[src/rtl/intersect_sched_if.sv]
// Requester-side bus of the intersection scheduler: job requests in, results out.
// slave = scheduler side, master = requester side.
interface intersect_sched_if #(
   parameter int N = 8,
   parameter int R = 4
);
   localparam int OPW = 3*N+1;
   localparam int RW  = 14*N+34;

   logic [R-1:0]     req_valid;
   logic [R-1:0]     req_ready;
   logic [R*OPW-1:0] req_g;
   logic [R*OPW-1:0] req_e;
   logic [R-1:0]     resp_valid;
   logic [R-1:0]     resp_ready;
   logic [RW-1:0]    resp_data;
   logic             resp_err;

   modport slave (
      input  req_valid, req_g, req_e, resp_ready,
      output req_ready, resp_valid, resp_data, resp_err
   );

   modport master (
      output req_valid, req_g, req_e, resp_ready,
      input  req_ready, resp_valid, resp_data, resp_err
   );
endinterface

[src/rtl/intersect_sched.sv]
// Round-robin scheduler sharing one circle-intersection core among R requesters.
// Optional WAIT-state timeout with core abort: define INTERSECT_TIMEOUT_EN.
module intersect_sched #(
   parameter int N   = 8,
   parameter int R   = 4,
   parameter int TMO = 1024
) (
   input  logic              clk,
   input  logic              rst,
   intersect_sched_if.slave  bus,
   output logic              core_start,
   output logic [3*N:0]      core_g,
   output logic [3*N:0]      core_e,
   input  logic              core_done,
   input  logic [14*N+33:0]  core_o,
   output logic              core_abort,
   output logic [15:0]       job_cnt
);
   localparam int OPW = 3*N+1;
   localparam int RW  = 14*N+34;
   localparam int IW  = (R > 1) ? $clog2(R) : 1;

   typedef enum logic [1:0] {S_IDLE, S_ISSUE, S_WAIT, S_RESP} state_t;

   state_t          state_reg;
   logic [IW-1:0]   ptr_reg;
   logic [IW-1:0]   grant_reg;
   logic [IW-1:0]   grant_idx;
   logic [IW-1:0]   cand_idx;
   logic            grant_any;
   logic [R-1:0]    grant_onehot;
   logic            core_start_reg;
   logic [OPW-1:0]  core_g_reg;
   logic [OPW-1:0]  core_e_reg;
   logic [R-1:0]    resp_valid_reg;
   logic [RW-1:0]   resp_data_reg;
   logic [15:0]     job_cnt_reg;

   logic [OPW-1:0]  g_arr [R];
   logic [OPW-1:0]  e_arr [R];

   genvar gi;
   for (gi = 0; gi < R; gi++) begin : g_unpack
      assign g_arr[gi] = bus.req_g[gi*OPW +: OPW];
      assign e_arr[gi] = bus.req_e[gi*OPW +: OPW];
   end

   // Search starts one past the last winner so every requester gets a turn.
   always_comb begin
      grant_any = 1'b0;
      grant_idx = '0;
      cand_idx  = '0;
      for (int k = 1; k <= R; k++) begin
         cand_idx = IW'((int'(ptr_reg) + k) % R);
         if (!grant_any && bus.req_valid[cand_idx]) begin
            grant_any = 1'b1;
            grant_idx = cand_idx;
         end
      end
   end

   assign grant_onehot  = R'(1) << grant_idx;
   assign bus.req_ready = (rst && state_reg == S_IDLE && grant_any) ? grant_onehot : '0;

`ifdef INTERSECT_TIMEOUT_EN
   localparam logic [15:0] TMO_LAST = 16'(TMO - 1);

   logic [15:0] tmo_cnt_reg;
   logic        resp_err_reg;
   logic        tmo_hit;

   // A core_done landing on the last WAIT cycle beats the timeout.
   assign tmo_hit      = (state_reg == S_WAIT) && (tmo_cnt_reg == TMO_LAST) && !core_done;
   assign core_abort   = tmo_hit;
   assign bus.resp_err = resp_err_reg;
`else
   assign core_abort   = 1'b0;
   assign bus.resp_err = 1'b0;
`endif

   always_ff @(posedge clk or negedge rst) begin
      if (!rst) begin
         state_reg      <= S_IDLE;
         ptr_reg        <= IW'(R - 1);
         grant_reg      <= '0;
         core_start_reg <= 1'b0;
         core_g_reg     <= '0;
         core_e_reg     <= '0;
         resp_valid_reg <= '0;
         resp_data_reg  <= '0;
         job_cnt_reg    <= '0;
`ifdef INTERSECT_TIMEOUT_EN
         tmo_cnt_reg    <= '0;
         resp_err_reg   <= 1'b0;
`endif
      end else begin
         core_start_reg <= 1'b0;
         case (state_reg)
            S_IDLE: begin
               if (grant_any) begin
                  core_g_reg     <= g_arr[grant_idx];
                  core_e_reg     <= e_arr[grant_idx];
                  grant_reg      <= grant_idx;
                  ptr_reg        <= grant_idx;
                  core_start_reg <= 1'b1;
                  state_reg      <= S_ISSUE;
               end
            end
            S_ISSUE: begin
               state_reg <= S_WAIT;
`ifdef INTERSECT_TIMEOUT_EN
               tmo_cnt_reg <= '0;
`endif
            end
            S_WAIT: begin
               if (core_done) begin
                  resp_data_reg  <= core_o;
                  resp_valid_reg <= R'(1) << grant_reg;
                  state_reg      <= S_RESP;
`ifdef INTERSECT_TIMEOUT_EN
                  resp_err_reg   <= 1'b0;
               end else if (tmo_hit) begin
                  resp_data_reg  <= '0;
                  resp_err_reg   <= 1'b1;
                  resp_valid_reg <= R'(1) << grant_reg;
                  state_reg      <= S_RESP;
               end else begin
                  tmo_cnt_reg    <= tmo_cnt_reg + 16'd1;
`endif
               end
            end
            S_RESP: begin
               if (bus.resp_ready[grant_reg]) begin
                  job_cnt_reg    <= job_cnt_reg + 16'd1;
                  resp_valid_reg <= '0;
                  state_reg      <= S_IDLE;
               end
            end
            default: state_reg <= S_IDLE;
         endcase
      end
   end

   assign core_start     = core_start_reg;
   assign core_g         = core_g_reg;
   assign core_e         = core_e_reg;
   assign bus.resp_valid = resp_valid_reg;
   assign bus.resp_data  = resp_data_reg;
   assign job_cnt        = job_cnt_reg;
endmodule

[src/flat_wrapper.sv]
// flat-port wrapper written by rule: the top's interface ports become plain ports
module intersect_sched_flat 
#(
   parameter int N   = 8,
   parameter int R   = 4,
   parameter int TMO = 1024
)
  (clk, rst, core_start, core_g, core_e, core_done, core_o, core_abort, job_cnt, bus_req_valid, bus_req_g, bus_req_e, bus_resp_ready, bus_req_ready, bus_resp_valid, bus_resp_data, bus_resp_err);
  intersect_sched_if #(.N(N), .R(R)) bus_i ();
  input  logic clk;
  input  logic rst;
  output logic core_start;
  output logic [3*N:0] core_g;
  output logic [3*N:0] core_e;
  input  logic core_done;
  input  logic [14*N+33:0] core_o;
  output logic core_abort;
  output logic [15:0] job_cnt;
  input wire logic [$bits(bus_i.req_valid)-1:0] bus_req_valid;
  input wire logic [$bits(bus_i.req_g)-1:0] bus_req_g;
  input wire logic [$bits(bus_i.req_e)-1:0] bus_req_e;
  input wire logic [$bits(bus_i.resp_ready)-1:0] bus_resp_ready;
  output wire logic [$bits(bus_i.req_ready)-1:0] bus_req_ready;
  output wire logic [$bits(bus_i.resp_valid)-1:0] bus_resp_valid;
  output wire logic [$bits(bus_i.resp_data)-1:0] bus_resp_data;
  output wire logic [$bits(bus_i.resp_err)-1:0] bus_resp_err;
  assign bus_i.req_valid = bus_req_valid;
  assign bus_i.req_g = bus_req_g;
  assign bus_i.req_e = bus_req_e;
  assign bus_i.resp_ready = bus_resp_ready;
  assign bus_req_ready = bus_i.req_ready;
  assign bus_resp_valid = bus_i.resp_valid;
  assign bus_resp_data = bus_i.resp_data;
  assign bus_resp_err = bus_i.resp_err;
  intersect_sched #(.N(N), .R(R), .TMO(TMO)) u_core (.clk(clk), .rst(rst), .bus(bus_i), .core_start(core_start), .core_g(core_g), .core_e(core_e), .core_done(core_done), .core_o(core_o), .core_abort(core_abort), .job_cnt(job_cnt));
endmodule
[config.mk]
export PLATFORM = sky130hd
export DESIGN_NAME = intersect_sched_flat
export DESIGN_NICKNAME = d
export VERILOG_FILES = /design/src/rtl/intersect_sched_if.sv /design/src/rtl/intersect_sched.sv /design/src/flat_wrapper.sv
export SDC_FILE = /design/constraint.sdc
export NUM_CORES = 1
export LEC_CHECK = 0
export ABC_AREA = 1
export BUFFER_PORTS_ARGS = -buffer_cell sky130_fd_sc_hd__clkbuf_2
export CAP_MARGIN = 20
export CORE_AREA = 3 3 222 224
export CTS_CLUSTER_DIAMETER = 100
export DETAILED_ROUTE_END_ITERATION = 10
export DIE_AREA = 0 0 225 227
export PLACE_DENSITY_LB_ADDON = 0.05
export RECOVER_POWER = 25
export SLEW_MARGIN = 40
export SYNTH_ARGS = -nofsm -noshare
export SYNTH_HDL_FRONTEND = slang
export SYNTH_SLANG_ARGS = --single-unit
[constraint.sdc]
create_clock -name clk -period 5.5 [get_ports clk]
set_input_delay 1.1 -clock clk [delete_from_list [all_inputs] [get_ports clk]]
set_output_delay 1.1 -clock clk [all_outputs]
set_load 0.02 [all_outputs]
==> qor.yml <==
synth-edff-count: 0
drc: 0
synthCells: 1231
post-route-util_pct: 32.4
start_util_pct: 23.3
ys_ff_latch: 223
syn_to_final_growth_pct: 39.2
slew_viol_final: 0
cts_max_level: 1
vias: 10400
synthTopCellsByCount: "nand2_1, dfrtp_1, mux2_2"
cts_resized: 0
port_buffers: 577
clk_transition_reported_paths_ns: 0.06
dr.first_iter.drc_count: 501
synth_top_area_cell: "dfrtp_1"
setup_viol: 0
power.density_nw_per_um2: 746
ctsHoldBuffers: 0
endpoint_kind: "output pin"
setup_tns_ns: 0
numCtsBuffers: 29
status: "finished, final reports clean"
wl_met3_um: 3100
largest_reg_flops: 146
core_area_sq_um: 47500
globalplace.congestion: 0.822
drt-total-wl_um: 45500
drv_cap: 0
synth_top_flop_cell: "dfrtp_1"
ys_seq_area_share_pct: 50.4
die_w_um: 225
ant_nets: 0
grt_max_degree: 131
clk_path_buf_depth: 3
syn_avg_cell_area_sq_um: 8.99
whs_ns: 0.402
grt_pass1_vias: 11000
grt_pass1_wl_um: 67400
clock-sinks: 223
slew_headroom_pct: 44.7
peakVddDrop_mv: 0.348
routed.top_layer: "met4"
drive_gt1_share_pct: 44.8
leakage_nw: 8.51
met2WireLength_um: 23400
hpwl_um: 33700
grt_remaining_overflow: 0
gr-usage-all-layers_pct: 17.1
hp-class: "input pin to async pin"
clk_latency_ns: 0.56
cts_root_buffer: "clkbuf_16"
fin_crit_sh_pct: 73.7
fillers: 5180
netlist_area_sq_um: 11100
die-area_sq_um: 51100
yosysMostFrequentCell: "nand2_1"
post_cts_buffers: 0
wl_per_cell_um: 18.9
routed_via_density: 4.33
die_y_um: 227
drt_pass1_iterations: 5
worst_setup_path_start_kind: "register"
cts_tree: "yes"
worst_slew_pin_slew_ns: 0.829
synth_cell_types: 28
wl_met1_um: 17600
final-hold-violation-count: 0
antenna_found_initial: 5
skew_ns: 0.0123
rsz0062_at_grt: "no"
num-nets-final: 2129
yosys_warnings: 0
async_reset_ff_share_pct: 100
ios: 580
worstPathArrival_ns: 2.95
synth_top_area_share_pct: 50.0
fmax_mhz: 247
period_minus_slack_ns: 4.05
cp_max_fo: 53
cp.required_ns: 4.40
worstSetupPathType: "register to output pin"
synthTopCellsByArea: "dfrtp_1, nand2_1, mux2_2, nand4_1, buf_2"
rows: 80
==> logic make-up (layout without fill, tap and decap cells) <==
group	after synthesis	count (layout)	synth area share (%)
buffers and inverters	111	670	5.08
adder cells (fa/ha/maj)	4	4	0.452
AND/OR/NAND/NOR	717	717	27.3
multiplexers	146	146	14.9
AO/OA/AOI/OAI	14	14	0.667
other	1	7	0.0339
flip-flops	223	223	50.4
XOR/XNOR	15	15	1.19
==> per-stage QoR <==
| stage | instance area, sq um | worst slack, ns | cells | power (mW) |
|---|---|---|---|---|
| after CTS | 15400 | 1.36 | 2405 | 11.8 |
| after floorplan | 11100 | 1.89 | 1232 | 7.66 |
| final | 15400 | 1.45 | 2411 | 11.5 |
| after global placement | 14400 | 1.39 | 2351 | 9.78 |
| after global routing | 15400 | 1.18 | 2411 | 12.6 |
| after detailed placement | 14400 | 1.43 | 2351 | 9.79 |
==> where the power goes <==
| part | total, mW | switching, mW | internal (mW) |
|---|---|---|---|
| sequential | 2.85 | 0.404 | 2.44 |
| clock | 1.89 | 0.768 | 1.12 |
| combinational | 6.76 | 4.57 | 2.19 |
==> path summary, 6_finish.rpt <==
path	startpoint	to	slack (ns)	depth (start not counted)
min reg2reg	u_core.core_e[1]	u_core.core_e[1]	0.47	2
min in group clk	u_core.core_e[1]	u_core.core_e[1]	0.47	2
min	rst	u_core.job_cnt[8]	0.40	1
max reg2reg	u_core.ptr_reg[0]	u_core.core_e[5]	1.97	16
max	u_core.ptr_reg[0]	bus_req_ready[0]	1.45	13
max in group asynchronous	rst	u_core.bus.resp_data[111]	3.78	3
==> worst max-delay path, cell delays in order (launching register included) <==
cell	delay, ns
dfstp_2	0.67
inv_4	0.11
nand2_1	0.08
nand2_1	0.10
nand2_2	0.09
nand2_2	0.09
nor2_4	0.14
nand3_1	0.08
nand2_1	0.08
inv_2	0.03
nand2_2	0.08
buf_4	0.53
nor3_1	0.10
clkbuf_2	0.18
==> final cells by class <==
cell class              instances  area [sq um]  area share (%)
clock buffers                  41           811            5.26
well taps                     615           769            4.99
multi-input cells             898          4960            32.2
clock inverters                13           130           0.845
inverters                      27           106           0.690
repair buffers                589          3040            19.7
flip-flops and latches        223          5580            36.2
diodes                          5          12.5          0.0812
==> per-layer routing <==
layer	track usage [%]	up-vias
li1	-	5114
met1	19.8	4933
met2	30.9	329
met3	4.60	62
met4	5.70	0
met5	0	-
==> cells in the final DEF, fill, tap and decap left out, types with 5 or more instances in the layout <==
cell,netlist,final
nand4_1,104,104
nand3_1,14,13
buf_4,4,6
nand2_2,7,6
clkbuf_16,0,29
inv_2,6,5
clkinv_2,0,6
nor2_1,14,14
clkbuf_2,0,576
inv_1,20,20
dfrtp_1,221,221
nand2_1,564,563
xor2_1,9,9
o21ai_0,12,12
clkbuf_1,23,8
nor3_1,7,7
diode_2,0,5
xnor2_1,6,6
mux2_2,146,146
Power figures use the tool's default switching activity.
